### src/rtl/conv_feeder.sv
// Sequencer for a 1-D 3-tap convolution: loads three weights and streams features into the Conv PE.
// It then writes one PE result per complete window to the output memory.
//   state | meaning
//   IDLE  | waiting for start
//   CLR   | one-cycle clear of the PE registers
//   LW    | weight fetch (3 reads) and shift-in (3 writes)
//   LF    | feature address issue, one per cycle
//   WAIT  | drain: last feature write, last capture, last output write
//   DONE  | one-cycle completion pulse
`ifndef DATA_BITS
`define DATA_BITS 8
`endif

module conv_feeder #(
  parameter int ADDR_BITS = 8
) (
  input  logic                       clk,
  input  logic                       rst,
  input  logic                       start,
  input  logic [ADDR_BITS-1:0]       len,
  output logic                       busy,
  output logic                       done,
  output logic [1:0]                 w_addr,
  input  logic [`DATA_BITS-1:0]      w_rdata,
  output logic [ADDR_BITS-1:0]       if_addr,
  input  logic [`DATA_BITS-1:0]      if_rdata,
  output logic                       clear,
  output logic                       w_w,
  output logic [`DATA_BITS-1:0]      w_in,
  output logic                       if_w,
  output logic [`DATA_BITS-1:0]      if_in,
  input  logic [`DATA_BITS*2+1:0]    result,
  output logic                       out_we,
  output logic [ADDR_BITS-1:0]       out_addr,
  output logic [`DATA_BITS*2+1:0]    out_data
);

  localparam int RW = `DATA_BITS * 2 + 2;

  localparam logic [2:0] S_IDLE = 3'd0;
  localparam logic [2:0] S_CLR  = 3'd1;
  localparam logic [2:0] S_LW   = 3'd2;
  localparam logic [2:0] S_LF   = 3'd3;
  localparam logic [2:0] S_WAIT = 3'd4;
  localparam logic [2:0] S_DONE = 3'd5;

  logic [2:0]           state_q, state_d;
  logic [ADDR_BITS-1:0] len_q, len_d;
  logic [1:0]           cnt_q, cnt_d;
  logic [ADDR_BITS-1:0] faddr_q, faddr_d;
  logic                 ww_q, ww_d;
  logic                 fw_q, fw_d;
  logic [ADDR_BITS-1:0] fidx_q, fidx_d;
  logic                 cap_q, cap_d;
  logic [ADDR_BITS-1:0] cap_addr_q, cap_addr_d;
  logic                 we_q, we_d;
  logic [ADDR_BITS-1:0] oaddr_q, oaddr_d;
  logic [RW-1:0]        odata_q, odata_d;

  always_comb begin
    state_d    = state_q;
    len_d      = len_q;
    cnt_d      = cnt_q;
    faddr_d    = faddr_q;
    fidx_d     = fidx_q;
    ww_d       = 1'b0;
    fw_d       = 1'b0;
    case (state_q)
      S_IDLE: begin
        if (start) begin
          len_d   = len;
          state_d = (len >= ADDR_BITS'(3)) ? S_CLR : S_DONE;
        end
      end
      S_CLR: begin
        cnt_d   = 2'd3;
        faddr_d = '0;
        state_d = S_LW;
      end
      S_LW: begin
        // cnt 3..1 issue weight reads; the write strobe trails each read by one cycle
        ww_d = (cnt_q != 2'd0);
        if (cnt_q == 2'd0) begin
          state_d = S_LF;
        end else begin
          cnt_d = cnt_q - 2'd1;
        end
      end
      S_LF: begin
        fw_d   = 1'b1;
        fidx_d = faddr_q;
        if (faddr_q == len_q - ADDR_BITS'(1)) begin
          cnt_d   = 2'd2;
          state_d = S_WAIT;
        end else begin
          faddr_d = faddr_q + ADDR_BITS'(1);
        end
      end
      S_WAIT: begin
        if (cnt_q == 2'd0) begin
          state_d = S_DONE;
        end else begin
          cnt_d = cnt_q - 2'd1;
        end
      end
      S_DONE: state_d = S_IDLE;
      default: state_d = S_IDLE;
    endcase
  end

  // Result pipeline: feature write -> capture of PE result -> output memory write.
  always_comb begin
    cap_d      = fw_q && (fidx_q >= ADDR_BITS'(2));
    cap_addr_d = fidx_q - ADDR_BITS'(2);
    we_d       = cap_q;
    oaddr_d    = oaddr_q;
    odata_d    = odata_q;
    if (cap_q) begin
      oaddr_d = cap_addr_q;
      odata_d = result;
    end
  end

  always_ff @(posedge clk or negedge rst) begin
    if (!rst) begin
      state_q    <= S_IDLE;
      len_q      <= '0;
      cnt_q      <= '0;
      faddr_q    <= '0;
      ww_q       <= 1'b0;
      fw_q       <= 1'b0;
      fidx_q     <= '0;
      cap_q      <= 1'b0;
      cap_addr_q <= '0;
      we_q       <= 1'b0;
      oaddr_q    <= '0;
      odata_q    <= '0;
    end else begin
      state_q    <= state_d;
      len_q      <= len_d;
      cnt_q      <= cnt_d;
      faddr_q    <= faddr_d;
      ww_q       <= ww_d;
      fw_q       <= fw_d;
      fidx_q     <= fidx_d;
      cap_q      <= cap_d;
      cap_addr_q <= cap_addr_d;
      we_q       <= we_d;
      oaddr_q    <= oaddr_d;
      odata_q    <= odata_d;
    end
  end

  always_comb begin
    busy     = (state_q != S_IDLE) && (state_q != S_DONE);
    done     = (state_q == S_DONE);
    clear    = (state_q == S_CLR);
    w_addr   = ((state_q == S_LW) && (cnt_q != 2'd0)) ? (2'd3 - cnt_q) : 2'd0;
    if_addr  = (state_q == S_LF) ? faddr_q : '0;
    w_w      = ww_q;
    w_in     = ww_q ? w_rdata : '0;
    if_w     = fw_q;
    if_in    = fw_q ? if_rdata : '0;
    out_we   = we_q;
    out_addr = oaddr_q;
    out_data = odata_q;
  end

endmodule

### config.mk
export PLATFORM = sky130hd
export DESIGN_NAME = conv_feeder
export DESIGN_NICKNAME = d
export VERILOG_FILES = /design/src/rtl/conv_feeder.sv
export SDC_FILE = /design/constraint.sdc
export NUM_CORES = 1
export LEC_CHECK = 0
export CORE_UTILIZATION = 48
export CTS_BUF_LIST = sky130_fd_sc_hd__clkbuf_4
export DETAILED_ROUTE_END_ITERATION = 6
export GPL_TIMING_DRIVEN = 1
export HOLD_SLACK_MARGIN = 0.15
export PLACE_DENSITY = 0.92
export SETUP_SLACK_MARGIN = 0.5
export SLEW_MARGIN = 20
export SYNTH_ARGS = -nofsm -noshare
export SYNTH_HDL_FRONTEND = slang
export SYNTH_SLANG_ARGS = --single-unit
### constraint.sdc
create_clock -name clk -period 2.85 [get_ports clk]
set_input_delay 0.57 -clock clk [delete_from_list [all_inputs] [get_ports clk]]
set_output_delay 0.57 -clock clk [all_outputs]
set_load 0.01 [all_outputs]
==> run_results.csv, run 1 <==
group,metric,value,unit
synthesis,ys_warn_count,0,
synthesis,synth_nets,337,
timing,slew_violations,0,
critical_path,slowest_stage,"dfrtp_2",
placement,dpl_worst_slack,0.4896,ns
cells_and_area,drive_gt1_share,20.54,%
timing,slew_headroom,31.11,%
cts,clock_path_buffers,2,
critical_path,critPathKind,"reg -> out",
status,failed_checks,"DRC",
placement,hpwl,5.378,mm
die,dieArea,0.007033,mm2
timing,rsz0062_at_grt,"false",
synthesis,async_flop_share,100.0,%
timing,fin_crit_sh,80.86,%
placement,dpl_cell_area,0.004329,mm2
pwr,total_power,0.005094,W
cells_and_area,final_cells,486,
status,status,"finished, violations left",
timing,worst_pin_slew,1.033,ns
critical_path,critPathLaunchType,"flip-flop",
cells_and_area,area_growth,43.68,%
die,die_y,83.87,um
pwr,clkPwrFrac,13.8,%
global_route,grtUsageTotal,22.66,%
global_route,grtUsageMet1,27.44,%
die,core,0.006422,mm2
routing,ant_nets,0,
die,rows,29,
timing,hold_viol_final,0,
worst_hold_path,min-delay-path-class,"in -> async",
cells_and_area,diodes,0,
cells_and_area,design.final.nets,453,
critical_path,cp_num_buf_inv,2,
critical_path,worstPathRequired,2.28,ns
global_route,gr-usage-met2,40.46,%
synthesis,synth_ff_type,"dfrtp_1",
pwr,power_frac_seq,36.6,%
timing,fmax,0.4339,GHz
timing,layout_setup_ws,0.5455,ns
routing,dr_total_vias,2611,
cells_and_area,fill_cells,436,
critical_path,max_stage_delay,0.47,ns
placement,place_congestion,0.8615,
critical_path,cp_max_fo,10,
routing,drt_iter0_drc,164,
synthesis,synthesis.area,0.003217,mm2
synthesis,synth-edff-count,0,
cts,htreeDepth,3,
global_route,antenna_found_initial,0,
synthesis,ys_types,48,
global_route,grt_pass1_wl,12.43,mm
critical_path,crit_family,"buffers and inverters",
timing,finClkSkew,0.008834,ns
global_route,use_met3,6.726,%
cts,clock_sinks,67,
synthesis,netlist_instances,288,
die,die_x,83.87,um
synthesis,yosys.area.top_type,"dfrtp_1",
critical_path,critPathCaptureType,"primary output",
cts,cts.reportedPaths.clkPinSlew,0.11,ns
timing,fin_tns_setup,0,ns
global_route,grt_pass1_vias,2550,
synthesis,seq_area_frac_synth,52.12,%
routing,routed_wirelength,7.673,mm
routing,first_pass_iters,7,
cts,clk_latency,0.41,ns
pwr,powerDensity,1102,mW/mm2
pwr,p_int,0.003177,W
timing,final.min_clock_period,2.305,ns
cts,cts_inserted_buffers,9,
placement,dp.cells,459,
routing,viasPerCell,5.372,
synthesis,syn_area_per_cell,11.17,um2
global_route,grt_max_degree,37,
die,io_pins,103,
cells_and_area,stdcell_area,0.004622,mm2
die,start_util,50.09,%
pwr,p_sw_share,37.62,%
run,maxCapViolations,0,
synthesis,yosysTopAreaCellShare,52.12,%
synthesis,yosys-top-cells-area,"dfrtp_1 52%, mux2_2 11%, and2_1 3.1%",
synthesis,synth-seq-cells,67,
cts,clockRootBuffer,"clkbuf_4",
cells_and_area,final_cell_mix,"88 x clkdlybuf4s50_1, 64 x dfrtp_1, 32 x mux2_2, 25 x nand2_1, 16 x and2_1",
pwr,peakVddDrop,0.0006180,V
critical_path,path_cells,"nor2b_2 -> buf_4 -> and3_1 -> dlygate4sd2_1",
routing,wl_per_cell,15.79,um
pwr,power_frac_comb,49.5,%
routing,route.detailed.drc,20,
pwr,leakagePower,2.142,nW
global_route,gr-max-usage-layer,"met2",
global_route,gr-total-overflow,0,
placement,port_buffers,102,
cells_and_area,layout.cells.most_common,"clkdlybuf4s50_1",
critical_path,worst-endpoint-arrival,1.73,ns
timing,setup_viol,0,
pwr,switchingPower,0.001917,W
cts,cts_tree,"built",
==> synthesized netlist by cell type (all sizes together), types with 3 or more instances <==
cell,instances
a21o,9
a21oi,4
a31oi,3
and2,16
and3,8
clkbuf,11
dfrtp,67
ha,4
inv,13
mux2,32
mux2i,9
nand2,25
nand2b,4
nor2,13
nor2b,5
nor3,8
nor4,4
o21ai,13
or2,3
xnor2,8
xor2,6
==> area by class of cell <==
cell class / count / area, um2 / area share, %
multi-input combinational: 195 / 1469 / 31.78
timing repair buffer: 118 / 1162 / 25.15
clock buffer: 10 / 75.07 / 1.624
inverter: 13 / 48.80 / 1.056
tap: 77 / 96.34 / 2.084
sequential: 67 / 1680 / 36.36
clock inverter: 6 / 90.09 / 1.949
==> routing by layer <==
metal	wire [um]	part of all wire (%)
met1	2978	39
met3	473	6.2
met4	89	1.2
met2	4132	54
met5	0	0
==> path summary, 6_finish.rpt <==
kind | from | endpoint | slack [ns] | cells past startpoint
max | state_q[2] | if_addr[0] | 0.55 | 4
max reg2reg | len_q[0] | faddr_q[0] | 0.61 | 7
max in group asynchronous | rst | state_q[2] | 1.99 | 2
min | rst | out_addr[3] | 0.20 | 1
min in group clk | fidx_q[0] | cap_addr_q[0] | 0.40 | 0
min reg2reg | fidx_q[0] | cap_addr_q[0] | 0.40 | 0
==> power groups by stage <==
stage | clock [W] | combinational [W] | sequential, W
after global routing | 0.000770 | 0.00274 | 0.00194
final | 0.000704 | 0.00252 | 0.00187
after detailed placement | 0 | 0.00236 | 0.00190
after global placement | 0 | 0.00228 | 0.00185
after CTS | 0.000722 | 0.00239 | 0.00186
after floorplan | 0 | 0.00136 | 0.00181
==> stage by stage <==
stage,hold WS [ns],utilization [%]
2_1_floorplan,0.2744,-
3_3_place_gp,0.3706,67.41
3_5_place_dp,0.3743,67.41
4_1_cts,0.2072,70.35
5_1_grt,0.2159,71.97
6_report,0.2008,71.97
==> registers in the layout, summed over array words and instances, names as in the netlist <==
register and count:
faddr_q 8, cap_addr_q 8, cnt_q 2, if_w 1, out_we 1, out_addr 8
state_q 3, cap_q 1, len_q 8, fidx_q 8, w_w 1, out_data 18
==> what timing repair did <==
item                       4_1_cts  5_1_grt
pin swaps                        0        2
setup endpoints to repair       13       20
resized for setup               16       12
cloned                           0        1
buffers inserted                 4        6
hold buffers                     0        0
==> cell families (layout without fill, tap and decap cells) <==
family | after synthesis | in the layout | share of synthesized area, %
AOI/OAI and AO/OA | 42 | 42 | 9.063
xor gates and xnor gates | 14 | 14 | 3.812
adders and majority gates | 4 | 4 | 1.556
buffers and inverters | 26 | 147 | 3.073
DFF | 67 | 67 | 52.12
muxes | 41 | 41 | 14.00
and+or+nand+nor | 94 | 94 | 16.38
Power figures use the tool's default switching activity.
==> inputs of run 2 (changes only) <==
--- a/config.mk
+++ b/config.mk
@@ -5,12 +5,12 @@
 export SDC_FILE = /design/constraint.sdc
 export NUM_CORES = 1
 export LEC_CHECK = 0
-export CORE_UTILIZATION = 48
+export CORE_UTILIZATION = 43
 export CTS_BUF_LIST = sky130_fd_sc_hd__clkbuf_4
 export DETAILED_ROUTE_END_ITERATION = 6
 export GPL_TIMING_DRIVEN = 1
 export HOLD_SLACK_MARGIN = 0.15
-export PLACE_DENSITY = 0.92
+export PLACE_DENSITY = 0.87
 export SETUP_SLACK_MARGIN = 0.5
 export SLEW_MARGIN = 20
 export SYNTH_ARGS = -nofsm -noshare
==> constraint.sdc (replaced) <==
create_clock -name clk -period 2.1 [get_ports clk]
set_input_delay 0.42 -clock clk [delete_from_list [all_inputs] [get_ports clk]]
set_output_delay 0.42 -clock clk [all_outputs]
set_load 0.01 [all_outputs]
==> run_results.csv, run 2 (synthesized netlist as in run 1, its figures left out) <==
group,metric,value,unit
die,dieArea,0.007830,mm2
routing,wl_per_cell,18.11,um
cts,clk_latency,0.43,ns
timing,final.min_clock_period,2.027,ns
die,io_pins,103,
pwr,peakVddDrop,0.001007,V
cts,clock_sinks,67,
critical_path,max_stage_delay,0.44,ns
pwr,total_power,0.008400,W
cells_and_area,largest_reg_flops,18,
global_route,grtUsageTotal,23.94,%
pwr,p_int,0.005064,W
global_route,antenna_found_initial,0,
global_route,gr-total-overflow,0,
cells_and_area,area_growth,65.73,%
timing,hold_viol_final,0,
cts,clock_path_buffers,2,
critical_path,slowest_stage,"dfrtp_1",
placement,port_buffers,102,
cells_and_area,drive_gt1_share,45.81,%
timing,fin_crit_sh,96.52,%
pwr,clkPwrFrac,11.9,%
die,die_x,88.49,um
die,die_y,88.49,um
critical_path,path_cells,"inv_2 -> ha_4 -> o21bai_1 -> a211o_1 -> a21oi_4 -> nor2_4 -> o21ai_0 -> mux2i_1",
timing,worst_pin_slew,0.5693,ns
critical_path,worstPathRequired,2.45,ns
timing,setup_viol,0,
die,rows,31,
routing,drt_iter0_drc,107,
status,status,"complete, no violations",
routing,dr_total_vias,2970,
routing,ant_nets,0,
critical_path,cp_num_buf_inv,1,
die,core,0.007253,mm2
routing,route.detailed.drc,0,
timing,rsz0062_at_grt,"true",
pwr,leakagePower,2.494,nW
timing,slew_violations,0,
worst_hold_path,min-delay-path-class,"reg -> reg",
cells_and_area,design.final.nets,498,
critical_path,worst-endpoint-arrival,2.37,ns
cts,cts.reportedPaths.clkPinSlew,0.12,ns
cts,htreeDepth,3,
pwr,p_sw_share,39.72,%
cts,cts_tree,"built",
run,maxCapViolations,0,
cells_and_area,final_cell_mix,"63 x dfrtp_1, 48 x buf_6, 43 x clkdlybuf4s50_1, 36 x buf_4, 32 x mux2_2",
cts,clockRootBuffer,"clkbuf_4",
critical_path,critPathKind,"reg -> reg",
critical_path,r2r_slack,0.07,ns
placement,dpl_worst_slack,0.02199,ns
global_route,grt_pass1_wl,13.93,mm
pwr,switchingPower,0.003336,W
cts,cts_inserted_buffers,9,
routing,first_pass_iters,4,
critical_path,cp_max_fo,8,
timing,layout_setup_ws,0.07313,ns
pwr,power_frac_seq,29.5,%
global_route,grt_max_degree,35,
pwr,power_frac_comb,58.7,%
pwr,powerDensity,1576,mW/mm2
routing,viasPerCell,5.371,
placement,hpwl,5.539,mm
placement,place_congestion,0.8647,
placement,dpl_cell_area,0.004451,mm2
timing,finClkSkew,0.009377,ns
routing,routed_wirelength,10.01,mm
die,start_util,44.35,%
cells_and_area,diodes,0,
timing,slew_headroom,62.04,%
cells_and_area,stdcell_area,0.005331,mm2
cells_and_area,layout.cells.most_common,"dfrtp_1",
critical_path,crit_family,"compound AO/OA/AOI/OAI gates",
global_route,grt_pass1_vias,2795,
timing,fmax,0.4934,GHz
critical_path,critPathCaptureType,"flip-flop",
critical_path,critPathLaunchType,"flip-flop",
run 2: cell count changes in the layout (fill, tap and decap cells not counted), moves of 7 or more:
cell,change
buf_4,+23
and2_1,-15
and3_4,+7
clkdlybuf4s50_1,-45
buf_6,+48
dlygate4sd2_1,+18
and3_1,-7
and2_4,+15
run 2: layer usage:
| metal | share of wire (%) | track usage, % | up-vias | wire [um] |
|---|---|---|---|---|
| li1 | - | - | 1337 | - |
| met1 | 36 | 26.40 | 1464 | 3589 |
| met4 | 4.5 | 11.44 | 0 | 453 |
| met5 | 0 | 0 | - | 0 |
| met2 | 54 | 41.68 | 128 | 5372 |
| met3 | 6.0 | 7.836 | 41 | 597 |
run 2: power groups by stage:
stage          Sequential [W]  Clock (W)  Combinational [W]
2_1_floorplan         0.00245          0            0.00189
3_3_place_gp          0.00239          0            0.00335
3_5_place_dp          0.00245          0            0.00348
4_1_cts               0.00239    0.00101            0.00385
5_1_grt               0.00255    0.00106            0.00526
6_report              0.00247   0.000999            0.00493
run 2: what timing repair did:
item / CTS / global route
pin swaps: 14 / 12
endpoints found under the hold margin: 23 / 0
setup buffers: 26 / 16
setup endpoints to repair: 71 / 51
hold buffers: 1 / 0
cloned: 1 / 1
gates resized for setup: 208 / 75
run 2: worst paths after layout:
path,cells past startpoint,start,end
max,8,len_q[0],faddr_q[4]
min,0,fidx_q[0],cap_addr_q[0]
max reg2reg,8,len_q[0],faddr_q[4]
max in group asynchronous,3,rst,len_q[3]
min reg2reg,0,fidx_q[0],cap_addr_q[0]
min in group asynchronous,2,rst,cap_addr_q[0]
run 2: metrics by stage:
stage | TNS, ns | hold slack [ns] | std cells | util (%)
after floorplan | 0 | 0.1244 | 288 | -
after global placement | 0 | 0.3666 | 492 | 61.36
after detailed placement | 0 | 0.3696 | 492 | 61.36
after CTS | 0 | 0.3881 | 536 | 67.14
after global routing | -0.1630 | 0.4027 | 553 | 73.50
final | 0 | 0.3858 | 553 | 73.50
run 2: cell type report:
cell class              instances  area [um2]
multi-input cells             197        1779
clock inverters                 6       90.09
inverters                      13       48.80
clock buffers                  10       75.07
repair buffers                161        1533
flip-flops and latches         67        1682
fillers                       484        1922
well taps                      99       123.9
==> inputs of run 3 (changes only) <==
--- a/config.mk
+++ b/config.mk
@@ -5,12 +5,13 @@
 export SDC_FILE = /design/constraint.sdc
 export NUM_CORES = 1
 export LEC_CHECK = 0
-export CORE_UTILIZATION = 43
+export CORE_UTILIZATION = 40
 export CTS_BUF_LIST = sky130_fd_sc_hd__clkbuf_4
 export DETAILED_ROUTE_END_ITERATION = 6
 export GPL_TIMING_DRIVEN = 1
 export HOLD_SLACK_MARGIN = 0.15
-export PLACE_DENSITY = 0.87
+export PLACE_DENSITY = 0.83
+export REMOVE_ABC_BUFFERS = 1
 export SETUP_SLACK_MARGIN = 0.5
 export SLEW_MARGIN = 20
 export SYNTH_ARGS = -nofsm -noshare
==> run_results.csv, run 3 (synthesized netlist as in run 1, its figures left out) <==
group,metric,value,unit
status,status,"complete, no violations",
die,die_x,91.68,um
global_route,grtUsageTotal,19.64,%
routing,routed_wirelength,8.563,mm
timing,setup_viol,0,
critical_path,regToRegStartpoint,"len_q[1]",
die,core,0.007767,mm2
critical_path,slowest_stage,"dfrtp_1",
critical_path,r2r_slack,0.05,ns
cells_and_area,final_cell_mix,"63 x dfrtp_1, 43 x clkdlybuf4s50_1, 34 x buf_6, 34 x buf_4, 32 x mux2_2",
cts,clock_path_buffers,2,
routing,route.detailed.drc,0,
timing,fmax,0.4870,GHz
routing,dr_total_vias,2800,
run,maxCapViolations,0,
timing,layout_setup_ws,0.04653,ns
placement,dpl_worst_slack,-0.03860,ns
critical_path,path_cells,"inv_2 -> ha_4 -> o21bai_4 -> a211o_1 -> a21oi_2 -> nor2_4 -> or2_4 -> a32o_1",
timing,hold_viol_final,0,
routing,wl_per_cell,15.63,um
pwr,leakagePower,2.409,nW
cts,cts_inserted_buffers,9,
cts,clockRootBuffer,"clkbuf_4",
worst_hold_path,hold_end,"cap_addr_q[0]",
cts,cts.reportedPaths.clkPinSlew,0.13,ns
global_route,grt_max_degree,68,
critical_path,critPathLaunchType,"flip-flop",
routing,ant_nets,0,
routing,drt_iter0_drc,68,
timing,slew_violations,0,
timing,fin_crit_sh,97.78,%
cells_and_area,largest_reg_flops,18,
cells_and_area,fill_cells,574,
worst_hold_path,hold_path_startpoint,"fidx_q[0]",
placement,hpwl,5.294,mm
routing,first_pass_iters,6,
global_route,antenna_found_initial,0,
placement,place_congestion,0.8517,
cells_and_area,diodes,0,
critical_path,rr_endpoint,"cnt_q[0]",
timing,final.min_clock_period,2.053,ns
critical_path,worst-endpoint-arrival,2.37,ns
global_route,gr-total-overflow,0,
critical_path,crit_family,"compound AO/OA/AOI/OAI gates",
critical_path,reg2reg_depth,8,
critical_path,worstPathRequired,2.42,ns
die,start_util,41.41,%
routing,viasPerCell,5.109,
worst_hold_path,min-delay-path-class,"reg -> reg",
timing,fin_tns_setup,0,ns
cts,cts_tree,"built",
worst_hold_path,worstHoldPathCells,0,
die,io_pins,103,
die,die_y,91.68,um
critical_path,critPathKind,"reg -> reg",
cts,clk_latency,0.43,ns
cells_and_area,design.final.nets,490,
cts,htreeDepth,3,
global_route,grt_pass1_wl,12.96,mm
pwr,total_power,0.007634,W
cells_and_area,layout.cells.most_common,"dfrtp_1",
critical_path,cp_max_fo,7,
timing,slew_headroom,70.66,%
global_route,grt_pass1_vias,2790,
cells_and_area,final_cells,548,
die,dieArea,0.008404,mm2
pwr,powerDensity,1490,mW/mm2
placement,dp.cells,497,
die,rows,32,
timing,finClkSkew,0.01904,ns
critical_path,critPathCaptureType,"flip-flop",
cts,clock_sinks,67,
placement,port_buffers,102,
critical_path,cp_num_buf_inv,1,
cells_and_area,area_growth,59.24,%
pwr,peakVddDrop,0.0007941,V
timing,worst_pin_slew,0.4386,ns
cells_and_area,drive_gt1_share,43.27,%
timing,rsz0062_at_grt,"true",
critical_path,max_stage_delay,0.44,ns
-- run 3: cell count changes in the layout (fill, tap and decap cells not counted), sizes merged --
| cell | delta |
|---|---|
| clkinvlp | +1 |
| clkbuf | +8 |
| o2111ai | -1 |
| buf | -15 |
| bufinv | -1 |
| clkinv | -1 |
| inv | +2 |
| nor2 | -1 |
-- run 3: layer usage --
metal	wire length [um]	part of all wire [%]	GRT usage, %
met2	4519	53	34.90
met4	201	2.3	8.995
met5	0	0	0
met3	521	6.1	4.643
met1	3320	39	22.26
-- run 3: report_power, final --
| group | total, W | switching [W] | internal (W) |
|---|---|---|---|
| Combinational | 0.00436 | 0.00199 | 0.00236 |
| Sequential | 0.00240 | 0.000500 | 0.00190 |
| Clock | 0.000880 | 0.000510 | 0.000370 |
| Total | 0.00763 | 0.00300 | 0.00463 |
-- run 3: what timing repair did --
item	4_1_cts	5_1_grt
endpoints found under the hold margin	67	0
buffers inserted	18	16
pin swaps	17	15
hold buffers	1	0
gates resized for setup	150	93
endpoints found under the setup margin	71	50
-- run 3: worst reg2reg max path, delay by kind of cell, from the launching register on --
kind	cells	cell delay [ns]
compound gates	4	0.89
fa+ha+maj	1	0.18
buf+inv	1	0.08
flops	1	0.44
simple gates	2	0.34
-- run 3: stage by stage --
stage | util (%) | hold slack [ns] | instance area (um2)
floorplan | - | 0.1244 | 3167
global placement | 57.39 | 0.3637 | 4458
detailed placement | 57.39 | 0.3649 | 4458
CTS | 62.34 | 0.3929 | 4842
global route | 65.95 | 0.4182 | 5122
finish | 65.95 | 0.3900 | 5122
-- run 3: final cells by class --
type,count,area [um2],area share (%)
flip-flops and latches,67,1682,32.83
inverters,13,48.80,0.9526
repair buffers,155,1420,27.72
multi-input cells,195,1700,33.19
well taps,102,127.6,2.491
clock inverters,7,76.32,1.490
clock buffers,9,67.56,1.319
-- run 3: worst max path at each step --
stage                 endpoint  cells after the start       start  slack [ns]
global placement      cnt_q[0]                      8    len_q[0]        0.08
global route        faddr_q[2]                      9    len_q[1]       -0.02
finish                cnt_q[0]                      8    len_q[1]        0.05
detailed placement    cnt_q[0]                      8    len_q[0]       -0.04
floorplan             cnt_q[0]                      8    len_q[0]        0.05
CTS                       busy                      5  state_q[2]        0.09
